<file path="src/rtl/shift_reg_engine.sv">
// shift_reg_engine: DATA_W-bit shift register serving SISO/SIPO/PISO/PIPO modes
// with valid/ready handshakes on both the input and the output side.
// Optional feature macro: SHIFT_REG_FLUSH_EN adds a synchronous flush input.
module shift_reg_engine #(
    parameter int unsigned DATA_W    = 8,
    parameter bit          MSB_FIRST = 1'b1
) (
    input  logic              shift_reg_clk,
    input  logic              shift_reg_rst,
    input  logic [1:0]        shift_reg_mode,
    input  logic              shift_reg_din_vld,
    output logic              shift_reg_din_rdy,
    input  logic              shift_reg_sin,
    input  logic [DATA_W-1:0] shift_reg_pin,
    output logic              shift_reg_dout_vld,
    input  logic              shift_reg_dout_rdy,
    output logic              shift_reg_sout,
    output logic [DATA_W-1:0] shift_reg_pout,
    output logic              shift_reg_busy
`ifdef SHIFT_REG_FLUSH_EN
    ,
    input  logic              shift_reg_flush
`endif
);

    localparam int unsigned CW = $clog2(DATA_W);

    localparam logic [1:0] ST_IDLE    = 2'd0;
    localparam logic [1:0] ST_COLLECT = 2'd1;
    localparam logic [1:0] ST_EMIT    = 2'd2;

    localparam logic [CW-1:0] CNT_LAST = CW'(DATA_W - 1);

    logic [1:0]        state_q, state_d;
    logic [DATA_W-1:0] sreg_q, sreg_d;
    logic [CW-1:0]     cnt_q, cnt_d;
    logic [1:0]        mode_q, mode_d;

    logic              flush_w;
    logic              accept;
    logic              emit;
    logic [DATA_W-1:0] shift_in;
    logic [DATA_W-1:0] shift_out;
    logic              cur_bit;

`ifdef SHIFT_REG_FLUSH_EN
    assign flush_w = shift_reg_flush;
`else
    assign flush_w = 1'b0;
`endif

    // Handshake and status outputs decoded from state only (no path from dout_rdy).
    always_comb begin
        shift_reg_din_rdy  = (state_q == ST_IDLE) || (state_q == ST_COLLECT);
        shift_reg_dout_vld = (state_q == ST_EMIT);
        shift_reg_busy     = (state_q != ST_IDLE);
        accept             = shift_reg_din_vld && shift_reg_din_rdy;
        emit               = shift_reg_dout_vld && shift_reg_dout_rdy;
    end

    // Bit-order dependent shift paths: serial-in word and serial-out advance.
    always_comb begin
        if (MSB_FIRST) begin
            shift_in  = {sreg_q[DATA_W-2:0], shift_reg_sin};
            shift_out = {sreg_q[DATA_W-2:0], 1'b0};
            cur_bit   = sreg_q[DATA_W-1];
        end else begin
            shift_in  = {shift_reg_sin, sreg_q[DATA_W-1:1]};
            shift_out = {1'b0, sreg_q[DATA_W-1:1]};
            cur_bit   = sreg_q[0];
        end
    end

    // Data outputs: mode_q[0]==0 means serial output, 1 means parallel output.
    always_comb begin
        shift_reg_sout = 1'b0;
        shift_reg_pout = '0;
        if (state_q == ST_EMIT) begin
            if (mode_q[0]) shift_reg_pout = sreg_q;
            else           shift_reg_sout = cur_bit;
        end
    end

    // Next-state: IDLE accept latches mode; mode[1]==0 selects serial input.
    always_comb begin
        state_d = state_q;
        sreg_d  = sreg_q;
        cnt_d   = cnt_q;
        mode_d  = mode_q;
        case (state_q)
            ST_IDLE: begin
                if (accept) begin
                    mode_d = shift_reg_mode;
                    if (!shift_reg_mode[1]) begin
                        sreg_d  = shift_in;
                        cnt_d   = CW'(1);
                        state_d = ST_COLLECT;
                    end else begin
                        sreg_d  = shift_reg_pin;
                        cnt_d   = '0;
                        state_d = ST_EMIT;
                    end
                end
            end
            ST_COLLECT: begin
                if (accept) begin
                    sreg_d = shift_in;
                    if (cnt_q == CNT_LAST) begin
                        cnt_d   = '0;
                        state_d = ST_EMIT;
                    end else begin
                        cnt_d = cnt_q + CW'(1);
                    end
                end
            end
            ST_EMIT: begin
                if (emit) begin
                    if (!mode_q[0]) begin
                        sreg_d = shift_out;
                        if (cnt_q == CNT_LAST) begin
                            cnt_d   = '0;
                            state_d = ST_IDLE;
                        end else begin
                            cnt_d = cnt_q + CW'(1);
                        end
                    end else begin
                        sreg_d  = '0;
                        state_d = ST_IDLE;
                    end
                end
            end
            default: begin
                state_d = ST_IDLE;
                sreg_d  = '0;
                cnt_d   = '0;
            end
        endcase
        // Flush overrides any same-cycle accept or emit.
        if (flush_w) begin
            state_d = ST_IDLE;
            sreg_d  = '0;
            cnt_d   = '0;
            mode_d  = '0;
        end
    end

    // State registers with synchronous active-high reset.
    always_ff @(posedge shift_reg_clk) begin
        if (shift_reg_rst) begin
            state_q <= ST_IDLE;
            sreg_q  <= '0;
            cnt_q   <= '0;
            mode_q  <= '0;
        end else begin
            state_q <= state_d;
            sreg_q  <= sreg_d;
            cnt_q   <= cnt_d;
            mode_q  <= mode_d;
        end
    end

endmodule
</file>
<file path="config.mk">
export PLATFORM = sky130hd
export DESIGN_NAME = shift_reg_engine
export DESIGN_NICKNAME = d
export VERILOG_FILES = /design/src/rtl/shift_reg_engine.sv
export SDC_FILE = /design/constraint.sdc
export NUM_CORES = 1
export LEC_CHECK = 0
export BUFFER_PORTS_ARGS = -buffer_cell sky130_fd_sc_hd__buf_2
export CAP_MARGIN = 20
export CELL_PAD_IN_SITES_DETAIL_PLACEMENT = 0
export CELL_PAD_IN_SITES_GLOBAL_PLACEMENT = 1
export CORE_ASPECT_RATIO = 0.8
export CORE_MARGIN = 3
export CORE_UTILIZATION = 39
export CTS_CLUSTER_SIZE = 30
export DETAILED_ROUTE_END_ITERATION = 8
export PLACE_DENSITY = 0.82
export SLEW_MARGIN = 20
export SYNTH_ARGS = -nofsm -noshare
export SYNTH_HDL_FRONTEND = slang
export SYNTH_SLANG_ARGS = --single-unit
</file>
<file path="constraint.sdc">
create_clock -name shift_reg_clk -period 2.4 [get_ports shift_reg_clk]
set_input_delay 0.48 -clock shift_reg_clk [delete_from_list [all_inputs] [get_ports shift_reg_clk]]
set_output_delay 0.48 -clock shift_reg_clk [all_outputs]
set_load 0.02 [all_outputs]
</file>
Yosys cells after proc, flatten, opt, wreduce, memory -nomap -nowiden
Index checks and enable logic that the tools add are counted.
Cells by class
  add/subtract/negate cells: 1
  equality and inequality tests: 9
  muxes and demuxes: 25
  reductions and logical operators: 9
Operator list (number)
  $mux 8: 7
  $pmux 8 s3: 1
  $mux 3: 5
  $mux 2: 7
  $pmux 3 s3: 1
  $ne 2x2->1 const B: 3
  $pmux 2 s3: 1
  $reduce_and 5->1: 1
  $ne 2x1->1 const B: 2
  $reduce_and 4->1: 1
  $add 3x1->3 const B: 1
  $eq 3x3->1 const B: 1
  $mux 1: 3
  $ne 3x1->1 const B: 1
  $reduce_and 3->1: 1
  $eq 2x1->1 const B: 1
  $eq 2x2->1 const B: 1
  $logic_and 1x1->1: 2
  $logic_not 2->1: 1
  $reduce_and 2->1: 1
  $reduce_bool 2->1: 1
  $logic_or 1x1->1: 1
Storage, ports and cells
  flip-flop bits (word level): 14
  bits of input ports: 15
  output and inout bits: 12
  logic and storage cells: 48

Logic depth before layout (Yosys ltp)
Gate-level depths: netlist of the first run.
  depth in word-level cells: 5
  gate-level depth with buffers: 8
  gate-level depth less buffers: 6

Worst setup path after synthesis of the first run
No wires, ideal clock.
  kind: flip-flop to flip-flop
  start: reg state_q[0]
  end: reg state_q[0]
  setup time: 0.087 ns
  arrival: 1.675 ns
  required time: 2.313 ns
  path slack: 0.638 ns
  cell stages (with the launch flop): 9
  buffers on the path: 2
  clock period less this slack: 1.762 ns
  cell sequence: dfxtp_1 -> inv_1 -> ha_1 -> buf_2 -> inv_1 -> o22ai_2 -> buf_6 -> or4_1 -> o31ai_1
On the way
  elaborated cells on any way between the ends: 13
  classes of those cells: 7 x eq/ne; 1 x mux; 5 x reduce/logical
RTL lines
  start: declaration: line 34  | logic [1:0] state_q, state_d;
  start signal: assignment: line 155  | state_q <= state_d;
  $eq 2x2->1 (*): line 55  | shift_reg_dout_vld = (state_q == ST_EMIT);
  via shift_reg_dout_vld: line 15  | output logic shift_reg_dout_vld,
  $logic_and 1x1->1: line 58  | emit = shift_reg_dout_vld && shift_reg_dout_rdy;
  $ne 2x1->1 (no source line)
  $reduce_and 5->1 (no source line)
The timed path passes the listed nets; every way through them passes the cells marked *.
A chain may end at the register's enable or synchronous reset.

Final worst setup path of the first run
  start: reg state_q[0]
  end: out shift_reg_busy
On the way
  cells in the longest elaborated chain, start to end: 1
Ends and longest elaborated chain
  $reduce_bool 2->1: line 56  | shift_reg_busy = (state_q != ST_IDLE);
  end: declaration: line 19  | output logic shift_reg_busy
Every way passes these cells.

==> results of run 1 <==
-- area by class of cell --
| type | count | share of cell area |
|---|---|---|
| flip-flops and latches | 14 | 0.261 |
| clock buffers | 4 | 0.0338 |
| well taps | 24 | 0.0280 |
| inverters | 7 | 0.0245 |
| repair buffers | 26 | 0.121 |
| multi-input cells | 84 | 0.531 |
-- through the flow --
stage	util	cell area [um^2]	hold slack [ns]	instances	setup WS, ns
floorplan	-	910	0.450	111	0.638
global placement	0.510	1040	0.462	155	0.624
detailed placement	0.510	1040	0.467	155	0.468
CTS	0.528	1070	0.445	159	0.282
global route	0.528	1070	0.473	159	0.167
finish	0.528	1070	0.448	159	0.282
-- sequential cells by signal, indices dropped and copies added, names as in the netlist --
signal / flops
sreg_q: 8
cnt_q: 3
state_q: 2
mode_q: 1
-- cells in the mapped netlist (2+ instances only) --
cell type	instances
a21oi_1	14
dfxtp_1	14
nor2_1	11
mux2i_1	9
and3_1	8
nand3b_1	8
o21ai_0	8
ha_1	6
inv_1	6
nand2b_1	4
clkbuf_1	3
nand2_1	3
buf_2	2
nand4b_1	2
o31ai_1	2
or4_1	2
-- kinds of logic after synthesis --
kind of cell	count (synthesis)	synth area share
compound gates	26	0.161
fa+ha+maj	6	0.0825
buf+inv	13	0.0646
flops	14	0.308
mux	9	0.0990
simple gates	43	0.285
-- critical path: stages (launching register included) --
cell and delay (ns):
dfxtp_1 0.34, inv_1 0.10, ha_1 0.33, clkinv_1 0.33, buf_2 0.26
-- worst min-delay path by stage --
stage	start	end	depth (start not counted)
after CTS	shift_reg_mode[0]	mode_q[0]	3
after floorplan	cnt_q[1]	cnt_q[1]	2
final	shift_reg_mode[0]	mode_q[0]	3
after detailed placement	cnt_q[2]	cnt_q[2]	2
after global routing	shift_reg_mode[0]	mode_q[0]	3
after global placement	cnt_q[1]	cnt_q[1]	2
-- power by group --
part	leakage, nW	total (mW)	switching [mW]	internal [mW]
clock	0.0210	0.166	0.0736	0.0922
combinational	0.392	0.568	0.359	0.209
sequential	0.114	0.354	0.0582	0.296
total	0.528	1.09	0.490	0.597
-- metal layers --
layer / routed length (um) / GRT usage
met1: 1110 / 0.234
met2: 914 / 0.218
met4: 13 / 0.0332
met5: 0 / 0
met3: 119 / 0.0556
==> results.py, run 1 <==
metrics = {
    "floorplanning": {
        "die_h_um": 49.2,
        "die_area_um2": 2950,
        "rows": 14,
        "core-area_um2": 2030,
        "start_util": 0.448,
        "die_w_um": 60.0,
        "ios": 27,
    },
    "pwr": {
        "p_per_area_nw_per_um2": 1010,
        "p_total_mw": 1.09,
        "ir_drop_mv": 0.649,
        "p_leak_nw": 0.528,
    },
    "cts": {
        "clkSlewWorstSetupHoldPaths_ns": 0.08,
        "root_buffer": "clkbuf_4",
        "cts_tree": "yes",
        "htree_levels": 1,
        "clk_latency_ns": 0.27,
        "clk_path_buf_depth": 2,
        "postCtsHoldBufs": 0,
        "cts_buffers": 3,
        "cts_resized": 0,
        "cts.sinks": 14,
        "post-cts-setup-buffers": 0,
    },
    "yosys": {
        "ys_types": 25,
        "synth_largest_area_cell": "dfxtp_1",
        "synth-edff-count": 0,
        "synth_top_area_frac": 0.308,
        "synth_area_um2": 910,
        "synth.yosys.seq_area_share": 0.308,
        "synth_ff_type": "dfxtp_1",
        "synth_area_per_cell_um2": 8.19,
        "synth_seq_cells": 14,
        "async_reset_ff_frac": 0,
        "synth_area_leaders": "dfxtp_1, mux2i_1, ha_1, a21oi_1, nand3b_1",
        "syn-instance-count": 111,
        "yosysWarnings": 0,
        "syn_nets": 132,
    },
    "sta": {
        "rsz0062_at_grt": "false",
        "worst_slew_pin_slew_ns": 0.487,
        "fin_crit_ns": 2.12,
        "finalSetupTns_ns": 0,
        "hold_violations": 0,
        "min_period_over_period": 0.883,
        "finalSetupViolCount": 0,
        "skew_ns": 0.00300,
        "slew_violations": 0,
        "max_freq_mhz": 472,
        "maxSlewHeadroom": 0.675,
    },
    "layout": {
        "syn_to_final_growth_pct": 18.0,
        "multi_input_area_um2": 571,
        "ff_latch_area_um2": 280,
        "diodes": 0,
        "num-fill-cells": 219,
        "final_net_count": 157,
        "final_common_cell": "buf_2",
        "drive_above_1_share": 0.244,
        "final_cell_mix": "buf_2, a21oi_1, dfxtp_1",
    },
    "setup_path": {
        "rr_endpoint": "sreg_q[2]",
        "cp-end-kind": "output port",
        "r2r_slack_ns": 0.45,
        "startpoint": "state_q[0]",
        "cp-start-kind": "flop",
        "worstPathArrival_ns": 1.64,
        "r2r_start": "state_q[0]",
        "cp_max_fo": 9,
        "crit_end": "shift_reg_busy",
        "worstRegToRegCells": 6,
        "worstSetupPathType": "reg2out",
        "cp.required_ns": 1.92,
    },
    "route": {
        "first_pass_iters": 4,
        "drt-initial-drc-count": 22,
        "dr_total_vias": 856,
        "antenna_left": 0,
        "routedWlPerCell_um": 13.6,
        "drt-total-wl_mm": 2.16,
        "drt-vias-per-instance": 5.38,
        "drc": 0,
    },
    "hold_path": {
        "hp-class": "in2reg",
    },
    "global_route": {
        "grt_start_max_net_pins": 18,
        "grt_antenna_before_repair": 0,
        "grt_usage": 0.159,
        "grt_pass1_wl_mm": 3.57,
        "grt_pass1_vias": 752,
        "grt_remaining_overflow": 0,
    },
    "placement": {
        "gp_congestion": 0.768,
        "io_buffers": 26,
        "dpl.hpwl_mm": 1.65,
    },
    "outcome": {
        "status": "finished clean",
    },
    "run": {
        "maxCapViolations": 0,
    },
}
No activity file was read; power rests on OpenSTA's default activity.
==> inputs of run 2 (changes only) <==
Settings changed: CORE_UTILIZATION 39 to 36, PLACE_DENSITY 0.82 to 0.76.
Clock period 2.4 ns to 2.1 ns, I/O delays scaled along.
==> results.py, run 2 (synthesis results as in run 1) <==
metrics = {
    "outcome": {
        "status": "finished clean",
    },
    "sta": {
        "fin_crit_ns": 1.87,
        "maxSlewHeadroom": 0.690,
        "max_freq_mhz": 534,
        "fin_ws_ns": 0.228,
        "rsz0062_at_grt": "false",
        "worst_slew_pin_slew_ns": 0.465,
        "min_period_over_period": 0.891,
        "slew_violations": 0,
        "skew_ns": 0.00598,
        "hold_violations": 0,
        "finalSetupViolCount": 0,
        "finalSetupTns_ns": 0,
    },
    "setup_path": {
        "r2r_start": "state_q[0]",
        "cp_max_fo": 11,
        "worstRegToRegCells": 6,
        "worstSetupPathType": "reg2out",
        "cp-end-kind": "output port",
        "r2r_slack_ns": 0.28,
        "rr_endpoint": "state_q[1]",
        "worstPathArrival_ns": 1.45,
        "cp.required_ns": 1.68,
        "cp-start-kind": "flop",
    },
    "route": {
        "routedWlPerCell_um": 13.0,
        "drt-vias-per-instance": 4.96,
        "antenna_left": 0,
        "dr_total_vias": 848,
        "drt-total-wl_mm": 2.22,
        "drc": 0,
        "first_pass_iters": 4,
        "drt-initial-drc-count": 21,
    },
    "layout": {
        "largestRegisters": "sreg_q x8, cnt_q x3, state_q x2",
        "design_area_um2": 1100,
        "fin_util": 0.485,
        "final_cell_mix": "buf_2, a21oi_1, dfxtp_1",
        "final_common_cell": "buf_2",
        "multi_input_area_um2": 571,
        "syn_to_final_growth_pct": 21.0,
        "num-fill-cells": 248,
        "regMostFlops": "sreg_q",
        "ff_latch_area_um2": 280,
        "final_net_count": 159,
        "diodes": 0,
        "largest_register_ffs": 8,
        "drive_above_1_share": 0.255,
    },
    "pwr": {
        "p_leak_nw": 0.538,
        "ir_drop_mv": 0.467,
        "p_per_area_nw_per_um2": 1160,
    },
    "cts": {
        "post-cts-setup-buffers": 0,
        "cts_tree": "yes",
        "htree_levels": 1,
        "cts_buffers": 3,
        "cts.sinks": 14,
        "root_buffer": "clkbuf_4",
        "clk_path_buf_depth": 2,
        "postCtsHoldBufs": 0,
        "cts_resized": 0,
        "clk_latency_ns": 0.28,
        "clkSlewWorstSetupHoldPaths_ns": 0.09,
    },
    "floorplanning": {
        "ios": 27,
        "die_w_um": 62.2,
        "die_h_um": 51.0,
        "core-area_um2": 2270,
        "start_util": 0.401,
        "rows": 15,
        "die_area_um2": 3170,
    },
    "global_route": {
        "grt_usage": 0.146,
        "grt_antenna_before_repair": 0,
        "grt_pass1_vias": 791,
        "grt_remaining_overflow": 0,
        "grt_pass1_wl_mm": 3.68,
        "grt_start_max_net_pins": 18,
    },
    "hold_path": {
        "hold_end": "mode_q[0]",
        "hold_path_depth": 3,
        "hp-class": "in2reg",
        "min_from": "shift_reg_mode[0]",
    },
    "placement": {
        "gp_congestion": 0.761,
        "dp_slack_ns": 0.293,
        "io_buffers": 26,
        "dpl.hpwl_mm": 1.68,
        "placed_area_um2": 1060,
    },
    "run": {
        "maxCapViolations": 0,
    },
}
[run 2: cell types whose count changed in the layout (fill, tap and decap cells not counted), sizes merged]
cell and delta:
buf +2
[run 2: per-layer routing]
| metal | vias to the layer above | GRT usage | wire, um |
|---|---|---|---|
| li1 | 445 | - | - |
| met4 | 0 | 0.0331 | 12 |
| met3 | 2 | 0.0593 | 103 |
| met5 | - | 0 | 0 |
| met1 | 382 | 0.182 | 1130 |
| met2 | 19 | 0.239 | 968 |
[run 2: metrics by stage]
stage	hold WS (ns)	total power, mW	std cells
5_1_grt	0.370	1.39	171
3_5_place_dp	0.465	1.09	167
3_3_place_gp	0.461	1.07	167
2_1_floorplan	0.450	0.907	111
4_1_cts	0.370	1.28	171
6_report	0.382	1.28	171
[run 2: area by class of cell]
| cell class | instances | area share |
|---|---|---|
| sequential | 14 | 0.255 |
| timing repair buffer | 28 | 0.132 |
| inverter | 7 | 0.0239 |
| clock buffer | 4 | 0.0330 |
| multi-input combinational | 84 | 0.518 |
| tap | 34 | 0.0386 |
[run 2: worst max path at each step]
stage	slack (ns)	to	cells past startpoint	start
4_1_cts	0.21	shift_reg_sout	6	state_q[0]
6_report	0.23	shift_reg_pout[6]	5	state_q[0]
3_3_place_gp	0.37	sreg_q[3]	6	state_q[0]
2_1_floorplan	0.34	state_q[0]	8	state_q[0]
5_1_grt	0.09	sreg_q[4]	6	state_q[0]
3_5_place_dp	0.29	sreg_q[4]	6	state_q[0]
[run 2: worst max-delay path, stage by stage, from the launching register on]
cell and delay [ns]:
dfxtp_1 0.37, inv_1 0.08, ha_1 0.22, buf_4 0.18, and3_1 0.18, buf_2 0.15
[run 2: power by group]
group | switching, mW | internal (mW)
Combinational | 0.412 | 0.263
Clock | 0.0910 | 0.105
Sequential | 0.0685 | 0.338
Total | 0.571 | 0.706
==> inputs of run 3 (changes only) <==
--- a/config.mk
+++ b/config.mk
@@ -15,5 +15,7 @@
 export CTS_CLUSTER_SIZE = 30
 export DETAILED_ROUTE_END_ITERATION = 8
+export GPL_TIMING_DRIVEN = 0
 export PLACE_DENSITY = 0.76
+export SETUP_SLACK_MARGIN = 0.2
 export SLEW_MARGIN = 20
 export SYNTH_ARGS = -nofsm -noshare
==> constraint.sdc (replaced) <==
create_clock -name shift_reg_clk -period 2.1 [get_ports shift_reg_clk]
set_input_delay 0.105 -clock shift_reg_clk [delete_from_list [all_inputs] [get_ports shift_reg_clk]]
set_output_delay 0.105 -clock shift_reg_clk [all_outputs]
set_load 0.02 [all_outputs]
==> results.py, run 3 (synthesis results as in run 1) <==
metrics = {
    "global_route": {
        "grtUsageMet3": 0.0549,
        "grt_pass1_vias": 847,
        "grt_start_max_net_pins": 11,
        "grt_pass1_wl_mm": 3.78,
        "grt_antenna_before_repair": 0,
        "use_met2": 0.245,
        "grt_remaining_overflow": 0,
        "grt_usage": 0.149,
        "use_met1": 0.189,
        "grt-busiest-layer": "met2",
    },
    "cts": {
        "cts.sinks": 14,
        "htree_levels": 1,
        "cts_tree": "yes",
        "clk_latency_ns": 0.28,
        "clkSlewWorstSetupHoldPaths_ns": 0.09,
        "postCtsHoldBufs": 0,
        "root_buffer": "clkbuf_4",
        "clk_path_buf_depth": 2,
        "cts_buffers": 3,
    },
    "route": {
        "antenna_left": 0,
        "drt-vias-per-instance": 5.07,
        "routedWlPerCell_um": 12.9,
        "drt-initial-drc-count": 50,
        "drt-total-wl_mm": 2.25,
        "first_pass_iters": 4,
        "dr_total_vias": 882,
        "drc": 0,
    },
    "layout": {
        "drive_above_1_share": 0.279,
        "syn_to_final_growth_pct": 23.5,
        "regMostFlops": "sreg_q",
        "final_net_count": 162,
        "fin_util": 0.495,
        "largest_register_ffs": 8,
        "final_common_cell": "buf_2",
        "final_cell_mix": "buf_2, a21oi_1, dfxtp_1",
        "diodes": 0,
        "largestRegisters": "sreg_q x8, cnt_q x3, state_q x2",
    },
    "floorplanning": {
        "core-area_um2": 2270,
        "die_w_um": 62.2,
        "rows": 15,
        "die_area_um2": 3170,
        "ios": 27,
        "die_h_um": 51.0,
        "start_util": 0.401,
    },
    "setup_path": {
        "r2r_start": "state_q[0]",
        "worstPathArrival_ns": 1.99,
        "cp.required_ns": 2.28,
        "cp_top_family": "buffers and inverters",
        "cp-end-kind": "flop",
        "critPathBufInv": 4,
        "critPathMaxStageDelay_ns": 0.47,
        "cpMostUsedCell": "inv_1",
        "startpoint": "state_q[0]",
        "path_depth": 8,
        "worstRegToRegCells": 8,
        "cp-start-kind": "flop",
        "worstSetupPathType": "reg2reg",
        "cp_max_fo": 10,
        "cpMaxStageDelayCell": "or4_1",
        "path_cells": "inv_1 > ha_2 > clkbuf_4 > inv_1 > o22ai_2 > buf_6 > or4_1 > o31ai_1",
    },
    "pwr": {
        "p_leak_nw": 0.543,
        "p_total_mw": 1.30,
        "ir_drop_mv": 0.475,
        "p_per_area_nw_per_um2": 1160,
    },
    "sta": {
        "finalSetupViolCount": 0,
        "worst_slew_pin_slew_ns": 0.423,
        "finalSetupTns_ns": 0,
        "hold_violations": 0,
        "min_period_over_period": 0.859,
        "fin_crit_ns": 1.80,
        "skew_ns": 0.00720,
        "maxSlewHeadroom": 0.718,
        "rsz0062_at_grt": "false",
        "slew_violations": 0,
        "max_freq_mhz": 554,
    },
    "placement": {
        "dpl.hpwl_mm": 1.70,
        "gp_congestion": 0.734,
        "io_buffers": 25,
    },
    "hold_path": {
        "hp-class": "in2reg",
        "min_from": "shift_reg_mode[0]",
        "hold_path_depth": 3,
    },
    "outcome": {
        "status": "finished clean",
    },
    "run": {
        "maxCapViolations": 0,
    },
}
run 3: repair_timing:
| item | 4_1_cts | 5_1_grt |
|---|---|---|
| resized for setup | 0 | 6 |
| setup buffers | 0 | 0 |
| endpoints found under the setup margin | 0 | 9 |
run 3: path summary, 6_finish.rpt:
check | end | slack [ns]
worst max-delay path | state_q[0] | 0.30
worst min-delay path | mode_q[0] | 0.06
worst max register to register | state_q[0] | 0.30
worst min register to register | cnt_q[1] | 0.48
run 3: per-layer routing:
metal	part of all wire	wire [um]	vias up
li1	-	-	448
met1	0.50	1130	414
met2	0.44	987	18
met3	0.051	114	2
met4	0.0067	15	0
met5	0	0	-
run 3: worst reg2reg max path: cells and delay by family, from the launching register on:
family,cells,cell delay [ns]
adders and majority gates,1,0.21
buffers and inverters,4,0.48
DFF,1,0.35
and+or+nand+nor,1,0.48
AOI/OAI and AO/OA,2,0.19
run 3: layout make-up:
type                            instances  area (um^2)
Buffer                                  6         36.3
Clock buffer                            4         36.3
Fill cell                             243         1150
Inverter                                7         26.3
Multi-Input combinational cell         84          576
Sequential cell                        14          282
Tap cell                               34         42.5
Timing Repair Buffer                   25          125
run 3: through the flow:
step / std cells / cell area (um^2) / worst slack, ns / hold WS, ns
after floorplan: 111 / 910 / 0.338 / 0.253
after global placement: 170 / 1080 / 0.290 / 0.363
after detailed placement: 170 / 1080 / 0.277 / 0.369
after CTS: 174 / 1110 / 0.248 / 0.0546
after global routing: 174 / 1120 / 0.217 / 0.0738
final: 174 / 1120 / 0.296 / 0.0649
run 3: where the power goes:
part	total [mW]	internal, mW	switching (mW)
logic	0.703	0.276	0.427
registers	0.398	0.339	0.0586
clock network	0.199	0.105	0.0931
total	1.30	0.721	0.579
